--- src/rtl/wb_arbiter.sv ---
`default_nettype none
// ============================================================================
//  Module      : wb_arbiter
//  Description : Register-file write-port arbiter between the in-order
//                pipeline writeback (port A) and a long-latency unit (port B).
//                Port B results pass through a one-entry buffer. A busy
//                scoreboard tracks outstanding long-latency destinations and
//                produces the decode stall for RAW and WAW hazards.
//  Revision    : 1.0 - initial release
// ============================================================================
module wb_arbiter #(
    parameter int DATA_W = 32,
    parameter int ADDR_W = 5
) (
    input  logic                     clk,
    input  logic                     rst,
    // pipeline writeback
    input  logic                     a_we,
    input  logic [ADDR_W-1:0]        a_waddr,
    input  logic [DATA_W-1:0]        a_wdata,
    // long-latency result
    input  logic                     b_valid,
    input  logic [ADDR_W-1:0]        b_waddr,
    input  logic [DATA_W-1:0]        b_wdata,
    output logic                     b_ready,
    // long-latency issue
    input  logic                     iss_valid,
    input  logic [ADDR_W-1:0]        iss_waddr,
    // decode reads
    input  logic                     re1,
    input  logic                     re2,
    input  logic [ADDR_W-1:0]        raddr1,
    input  logic [ADDR_W-1:0]        raddr2,
    output logic                     stall_o,
    // register file write port
    output logic                     rf_we,
    output logic [ADDR_W-1:0]        rf_waddr,
    output logic [DATA_W-1:0]        rf_wdata,
    // scoreboard
    output logic [(1<<ADDR_W)-1:0]   busy_o
);

    localparam int                 c_NREG      = 1 << ADDR_W;
    localparam logic [c_NREG-1:0]  c_ONE       = {{(c_NREG-1){1'b0}}, 1'b1};
    localparam logic [c_NREG-1:0]  c_BIT0_MASK = ~c_ONE;

    // buffer and scoreboard state
    logic                r_buf_v;
    logic [ADDR_W-1:0]   r_buf_addr;
    logic [DATA_W-1:0]   r_buf_data;
    logic [c_NREG-1:0]   r_busy;

    // combinational control
    logic                w_a_req;
    logic                w_drain;
    logic                w_b_ready;
    logic                w_b_acc;
    logic                w_b_keep;
    logic                w_issue;
    logic                w_stall;
    logic [c_NREG-1:0]   w_clr_mask;
    logic [c_NREG-1:0]   w_set_mask;
    logic [c_NREG-1:0]   w_eff_busy;
    logic [c_NREG-1:0]   w_busy_nxt;

    // Writes to r0 are meaningless, so they never claim the port.
    assign w_a_req    = !rst && a_we && (a_waddr != '0);
    // The buffer only gets the port when the pipeline writeback is absent.
    assign w_drain    = !rst && !w_a_req && r_buf_v;
    // The buffer can take a new result when empty or when it empties this cycle.
    assign w_b_ready  = !rst && (!r_buf_v || w_drain);
    assign w_b_acc    = b_valid && w_b_ready;
    // Results for r0 are acknowledged but thrown away.
    assign w_b_keep   = w_b_acc && (b_waddr != '0);

    // The register being drained is no longer a hazard: its reader picks the
    // value up through the register file's write-to-read bypass.
    assign w_clr_mask = w_drain ? (c_ONE << r_buf_addr) : '0;
    assign w_eff_busy = r_busy & ~w_clr_mask;

    // RAW hazards on either read port, WAW hazard on the issued destination.
    always_comb begin
        w_stall = 1'b0;
        if (!rst) begin
            if (re1 && (raddr1 != '0) && w_eff_busy[raddr1])
                w_stall = 1'b1;
            if (re2 && (raddr2 != '0) && w_eff_busy[raddr2])
                w_stall = 1'b1;
            if (iss_valid && (iss_waddr != '0) && w_eff_busy[iss_waddr])
                w_stall = 1'b1;
        end
    end

    // A stalled issue is re-presented later, so it must not mark anything.
    assign w_issue    = iss_valid && (iss_waddr != '0) && !w_stall;
    assign w_set_mask = w_issue ? (c_ONE << iss_waddr) : '0;
    // Set is applied after clear so a same-cycle set on the drained index wins.
    assign w_busy_nxt = ((r_busy & ~w_clr_mask) | w_set_mask) & c_BIT0_MASK;

    // Write port mux: pipeline writeback first, then the buffer, else idle zeros.
    always_comb begin
        rf_we    = 1'b0;
        rf_waddr = '0;
        rf_wdata = '0;
        if (w_a_req) begin
            rf_we    = 1'b1;
            rf_waddr = a_waddr;
            rf_wdata = a_wdata;
        end else if (w_drain) begin
            rf_we    = 1'b1;
            rf_waddr = r_buf_addr;
            rf_wdata = r_buf_data;
        end
    end

    // Buffer: capture accepted results, empty after a drain, otherwise hold.
    always_ff @(posedge clk) begin
        if (rst) begin
            r_buf_v    <= 1'b0;
            r_buf_addr <= '0;
            r_buf_data <= '0;
        end else if (w_b_keep) begin
            r_buf_v    <= 1'b1;
            r_buf_addr <= b_waddr;
            r_buf_data <= b_wdata;
        end else if (w_drain) begin
            r_buf_v    <= 1'b0;
        end
    end

    // Scoreboard update; r0 is never marked.
    always_ff @(posedge clk) begin
        if (rst) begin
            r_busy <= '0;
        end else begin
            r_busy <= w_busy_nxt;
        end
    end

    assign b_ready = w_b_ready;
    assign stall_o = w_stall;
    assign busy_o  = rst ? '0 : r_busy;

endmodule
`default_nettype wire

--- config.mk ---
export PLATFORM = sky130hd
export DESIGN_NAME = wb_arbiter
export DESIGN_NICKNAME = d
export VERILOG_FILES = /design/src/rtl/wb_arbiter.sv
export SDC_FILE = /design/constraint.sdc
export NUM_CORES = 1
export LEC_CHECK = 0
export BUFFER_PORTS_ARGS = -buffer_cell sky130_fd_sc_hd__clkbuf_2
export CAP_MARGIN = 20
export CORE_MARGIN = 4
export CORE_UTILIZATION = 50
export CTS_CLUSTER_DIAMETER = 50
export CTS_CLUSTER_SIZE = 40
export DETAILED_ROUTE_END_ITERATION = 7
export GPL_TIMING_DRIVEN = 0
export PLACE_DENSITY = 0.8
export SLEW_MARGIN = 20
export SYNTH_ARGS = -nofsm -noshare
export SYNTH_HDL_FRONTEND = slang
export SYNTH_SLANG_ARGS = --single-unit
--- constraint.sdc ---
create_clock -name clk -period 3.5 [get_ports clk]
set_input_delay 0.525 -clock clk [delete_from_list [all_inputs] [get_ports clk]]
set_output_delay 0.525 -clock clk [all_outputs]
set_load 0.01 [all_outputs]
==> results of run 1 <==
## power groups by stage
stage | Clock [uW] | Sequential [uW] | Combinational (uW)
2_1_floorplan | 0 | 839 | 237
3_3_place_gp | 0 | 845 | 401
3_5_place_dp | 0 | 846 | 407
4_1_cts | 650 | 828 | 438
5_1_grt | 691 | 832 | 492
6_report | 653 | 830 | 465
## cells in the mapped netlist, drive strengths merged, types with 7 or more instances
master  count
or3        21
o211ai     17
o311ai      7
nand3      14
o21ai      51
a22o       37
inv        13
nor3        9
dfxtp      69
a21oi      47
nand2b     12
nand2     124
nor2b      41
buf        19
nor2       26
o22ai      14
clkbuf     37
## path summary, 6_finish.rpt
kind | startpoint | to
setup / recovery | r_buf_v | stall_o
hold / removal | b_wdata[17] | r_buf_data[17]
setup reg to reg | r_buf_v | r_busy[8]
hold reg to reg | r_buf_data[25] | r_buf_data[25]
## through the flow
step,TNS (ns),instances,hold WS (ns)
finish,-0.0169,993,0.389
detailed placement,-0.476,961,0.446
global placement,-5.21,961,0.442
CTS,0,988,0.381
floorplan,0,669,0.436
global route,-0.0620,993,0.369
## flip-flops by register name, summed over array words and instances, names as in the netlist
signal and count:
r_buf_data 32, r_buf_addr 5, r_buf_v 1, r_busy 31
## layout make-up
class                   instances  area share
repair buffers                181       0.149
inverters                      13     0.00755
multi-input cells             531       0.532
flip-flops and latches         69       0.215
clock buffers                   9      0.0192
clock inverters                 6     0.00987
plain buffers                  55      0.0430
well taps                     129      0.0250
## cell families after synthesis
| kind of cell | Yosys count | share of synthesized area |
|---|---|---|
| multiplexers | 12 | 0.0358 |
| flip-flops | 69 | 0.282 |
| other | 1 | 0.000767 |
| XOR/XNOR | 5 | 0.00896 |
| AND/OR/NAND/NOR | 282 | 0.289 |
| buffers and inverters | 69 | 0.0560 |
| AO/OA/AOI/OAI | 231 | 0.327 |
## timing repair
| action | 4_1_cts | 5_1_grt |
|---|---|---|
| gates resized for setup | 54 | 26 |
| pin swaps | 9 | 15 |
| setup buffers | 11 | 6 |
| endpoints found under the setup margin | 1 | 31 |
| cloned | 1 | 0 |
## per-layer routing
metal,vias to the layer above,GRT usage
li1,2855,-
met4,0,0.132
met2,519,0.553
met3,78,0.105
met5,-,0
met1,3024,0.503
## worst reg2reg max path: stages, from the launching register on
cell and delay (ns):
dfxtp_4 0.37, buf_4 0.13, nor4b_2 0.16, a31oi_4 0.30, buf_4 0.19, nor3_1 0.05, a211oi_1 0.30, a2111oi_2 0.12
or4_4 0.57, nand4_4 0.16, buf_4 0.14, buf_4 0.13, buf_2 0.25, o22ai_1 0.14
==> key figures, run 1 <==
Outcome
  – Outcome: finished, violations left
  – Failing checks: negative setup slack

Floorplan
  – Top-level port count: 168
  – Core box area: 0.00937 mm^2
  – Die area: about 0.011 mm^2
  – Site Rows: 35
  – Die width: 107 um
  – Initial core utilization: 0.522
  – Chip height: around 110 um

Worst setup path
  – Slowest cell on crit path: or4_4
  – Reg2reg path depth: 13
  – Worst EP arrival: roughly 3 ns
  – CP cell instances: buf_4, nor4b_2, a31oi_4, buf_4, nor3_1, a211oi_1, a2111oi_2, or4_4, nand4_4, nor2b_4, clkbuf_2
  – Setup CP Type: flop to primary output
  – Worst Path Required: slightly below 3 ns
  – Buf/Inv on CP: 3
  – Worst setup EP type: primary output
  – CP dominant cell by count: buf_4
  – Crit path max fanout: 5
  – Crit-path leading delay family: simple AND/OR/NAND/NOR gates
  – Slowest stage delay, CP: 0.57 ns
  – Startpoint Class: flop
  – Levels on crit path: 11
  – Worst reg2reg setup slack: 0.33 ns

Cells and area
  – Register area: around 0.0014 mm^2
  – Commonest non-fill, non-tap cell in the layout: clkbuf_2
  – Fin util: 0.690
  – Design Area, Final: 0.00646 mm^2
  – Nets: 956
  – Layout cell share with drive strength beyond 1: 0.310
  – N_diodes: 0
  – Commonest non-fill, non-tap cells in the layout: 169 x clkbuf_2, 124 x nand2_1, 67 x dfxtp_1
  – Fillers: 857
  – Layout area overhead: 32.2%
  – Multi-input gate area: 0.00344 mm^2

Drt
  – Wire length per cell: 22.1 um
  – Drt pass-1 iters: 8
  – Wire length on met1: 8.39 mm
  – Routed wl met3: 3.19 mm
  – Final ANT Viol Nets: 0
  – First DRT Iteration DRCs: 702
  – DR DRC count: 0
  – Via density per instance: 6.52
  – Routed wl met2: 9.65 mm
  – Max Used Layer: met4
  – Post-Route WL: 21.9 mm
  – Vias: 6476

Timing
  – Final WS setup: -0.0169 ns
  – Worst Tran Pin Value: 0.808 ns
  – Final hold violation count: 0
  – RSZ-0062 raised after global routing: true
  – Relative max-transition margin: 0.456
  – Max-slew violations: 0
  – Setup Skew: 0.0163 ns
  – Final setup viols: 1
  – Tcrit/Tclk final: 1.00
  – Min cycle time layout: 3.52 ns
  – Highest clock rate: 284 MHz

GRT
  – GRT overflow: 0
  – First-pass GRT wire length: 32.8 mm
  – Initial antenna violation count: 0
  – Largest net degree at the start of global routing: 13
  – Tot GR Track Use: 0.368
  – Vias in the first global route: 5983

Synth
  – Largest cells by area after synthesis: dfxtp_1 28%, nand2_1 9.5%, a22o_1 6.6%, nor2b_1 5.2%, a21oi_1 4.8%
  – Seq/Total Area, Yosys: 0.282
  – Seq cells post-synth: between 60 and 70
  – Synth Instances: 669
  – Post-synthesis instance area: 0.00489 mm^2
  – Top_reg_cell synth: dfxtp_1
  – Cell taking the most area after synthesis: dfxtp_1
  – Syn_nets: roughly 770
  – Yosys top cell area share: 0.282
  – Yosys warns: 0
  – Post-Syn Area per Cell: 7.31 um^2
  – Post-synth cell types: 68
  – Post-synth ARST share: 0
  – Post-synth EDFFs: 0

Min path
  – Hold WC Path Type: input port to flop
  – Hold depth: 3

Power and ir drop
  – Net Sw Frac: 0.327
  – Internal power: 1310 uW
  – Pwr per Cell Area: 301 mW/mm^2
  – Pwr Total: between 1500 and 2000 uW
  – Switch Pwr: 636 uW
  – Clk pwr share: 0.335
  – Lkg Pwr: approximately 0.0025 uW
  – Peak VDD IR: 0.000217 V
  – Sequential share of power: 0.426
  – Comb pwr share: 0.239

Placement
  – Routability Congestion: 1.05
  – Dpl ws: -0.476 ns
  – Port bufs: 163
  – Post-DP HPWL: roughly 16 mm
  – DP Area: roughly 0.0059 mm^2

CTS
  – Clock Path Buffers: 2
  – Hold buffer count at cts: 0
  – Clock Latency Late Sink: 0.35 ns
  – CTS root buffer: clkbuf_8
  – CTS tree: built
  – CTS H-tree lvls: 3
  – Cts bufs inserted: 9
  – Worst-path clk slew: around 0.08 ns
  – Clk sinks: 69

Flow run
  – Maxcap violations: 0
No activity file was read; power rests on OpenSTA's default activity.
==> run 2: changes to the inputs <==
--- a/config.mk
+++ b/config.mk
@@ -13,7 +13,7 @@
 export CTS_CLUSTER_SIZE = 40
 export DETAILED_ROUTE_END_ITERATION = 7
 export GPL_TIMING_DRIVEN = 0
-export PLACE_DENSITY = 0.8
+export PLACE_DENSITY_LB_ADDON = 0.05
 export SLEW_MARGIN = 20
 export SYNTH_ARGS = -nofsm -noshare
 export SYNTH_HDL_FRONTEND = slang
==> key figures, run 2 (same netlist as run 1, synthesis figures left out) <==
Drt
  – Final ANT Viol Nets: 0
  – Routed wl met3: 2.67 mm
  – Vias: 6324
  – Wire length per cell: 21.3 um
  – Post-Route WL: roughly 21 mm
  – DR DRC count: 0
  – Routed wl met2: 9.35 mm
  – Max Used Layer: met4
  – First DRT Iteration DRCs: 712
  – Drt pass-1 iters: 5
  – Via density per instance: ~6.4
  – Wire length on met1: 8.27 mm

Cells and area
  – Top flop regs: r_buf_data (32), r_busy (31), r_buf_addr (5)
  – Layout area overhead: 30.9%
  – Fin util: 0.683
  – Largest register by flop count: r_buf_data
  – N_diodes: 0
  – Fillers: 836
  – Commonest non-fill, non-tap cells in the layout: 167 x clkbuf_2, 123 x nand2_1, 67 x dfxtp_1
  – Commonest non-fill, non-tap cell in the layout: clkbuf_2
  – Nets: 949
  – Layout cell share with drive strength beyond 1: 0.306
  – Largest register FFs: 32

Worst setup path
  – Critical path origin: r_buf_v
  – Reg2reg path depth: 13
  – Crit path max fanout: 6
  – Reg2reg start: r_buf_v
  – Startpoint Class: flop
  – Worst setup EP type: primary output
  – Worst EP arrival: 2.93 ns
  – Worst Path Required: ~3.0 ns
  – Setup CP Type: flop to primary output

Min path
  – Hold depth: 3
  – Min-Delay Startpoint: b_wdata[16]
  – Hold WC Path Type: input port to flop

Power and ir drop
  – Comb pwr share: 0.232
  – Lkg Pwr: 0.00249 uW
  – Internal power: 1310 uW
  – Switch Pwr: slightly above 600 uW
  – Clk pwr share: 0.338
  – Peak VDD IR: 0.000278 V
  – Pwr per Cell Area: 301 mW/mm^2
  – Net Sw Frac: 0.323
  – Sequential share of power: 0.430

CTS
  – Clock Latency Late Sink: 0.36 ns
  – Clk sinks: 69
  – Worst-path clk slew: 0.08 ns
  – CTS tree: built
  – Cts bufs inserted: 9
  – CTS H-tree lvls: 3
  – Clock Path Buffers: 2
  – CTS root buffer: clkbuf_8
  – Hold buffer count at cts: 0

Timing
  – RSZ-0062 raised after global routing: true
  – Worst Tran Pin Value: 0.790 ns
  – Final hold violation count: 0
  – Setup Skew: between 0.01 and 0.015 ns
  – Highest clock rate: 289 MHz
  – Min cycle time layout: ~3.5 ns
  – Hold slack final: 0.380 ns
  – Max-slew violations: 0
  – Relative max-transition margin: 0.468
  – Tcrit/Tclk final: 0.987
  – Final setup viols: 0

Flow run
  – Maxcap violations: 0

GRT
  – Tot GR Track Use: 0.356
  – Vias in the first global route: approximately 6.0k
  – Initial antenna violation count: 0
  – First-pass GRT wire length: 31.7 mm
  – GRT overflow: 0
  – Largest net degree at the start of global routing: 13

Floorplan
  – Die width: 107 um
  – Initial core utilization: 0.522
  – Core box area: around 0.0094 mm^2
  – Site Rows: 35
  – Chip height: 107 um
  – Die area: 0.0114 mm^2
  – Top-level port count: 168

Placement
  – Post-DP HPWL: 16.2 mm
  – Routability Congestion: between 1 and 1.5
  – Port bufs: 163

Outcome
  – Outcome: finished, final reports clean
run 2: cell types whose count changed in the layout (fill, tap and decap cells not counted), moves of 2 or more:
cell / delta
buf_2: -2
buf_4: -5
clkbuf_2: -2
clkbuf_4: +2
o21ai_2: +2
o21ai_4: -2
run 2: power by group through the flow:
stage          Clock (uW)  Combinational, uW  Sequential, uW
4_1_cts               653                431             829
2_1_floorplan           0                237             839
5_1_grt               686                478             832
3_5_place_dp            0                403             847
6_report              651                448             830
3_3_place_gp            0                396             845
run 2: worst paths after layout:
| kind | to | slack [ns] |
|---|---|---|
| worst max-delay path | stall_o | 0.05 |
| worst min-delay path | r_buf_data[16] | 0.38 |
| worst max register to register | r_busy[5] | 0.51 |
| worst min register to register | r_buf_data[25] | 0.46 |
run 2: worst max-delay path: stages, from the launching register on:
cell and delay [ns]:
dfxtp_4 0.37, nor4b_4 0.13, buf_4 0.14, a41oi_4 0.25, buf_6 0.19, buf_4 0.14, nor2_1 0.07, o311ai_2 0.26
a22oi_2 0.14, or3_1 0.44, nand4_4 0.15, nor2b_1 0.13, buf_2 0.14
run 2: repair_timing:
| item | 4_1_cts | 5_1_grt |
|---|---|---|
| resized for setup | 49 | 33 |
| setup buffers | 5 | 6 |
| endpoints found under the setup margin | 1 | 30 |
| pin swaps | 6 | 9 |
run 2: layer usage:
metal / global-route usage / vias up
met3: 0.0861 / 74
li1: - / 2843
met2: 0.546 / 467
met1: 0.486 / 2940
met4: 0.128 / 0
met5: 0 / -
run 2: area by class of cell:
class                      instances  area, um^2  share of cell area
multi-input combinational        531        3420               0.535
sequential                        69        1390               0.217
timing repair buffer             174         915               0.143
buffer                            55         274              0.0428
tap                              129         161              0.0252
clock buffer                       9         124              0.0194
clock inverter                     6        63.8             0.00997
inverter                          13        48.8             0.00762
run 2: metrics by stage:
step	TNS [ns]	worst slack (ns)	instances	total power (uW)	instance area [um^2]
floorplan	0	0.365	669	1080	4890
global placement	-5.58	-0.492	961	1240	5870
detailed placement	-0.491	-0.491	961	1250	5870
CTS	0	0.000744	981	1910	6270
global route	-0.0209	-0.0209	986	2000	6400
finish	0	0.0451	986	1930	6400
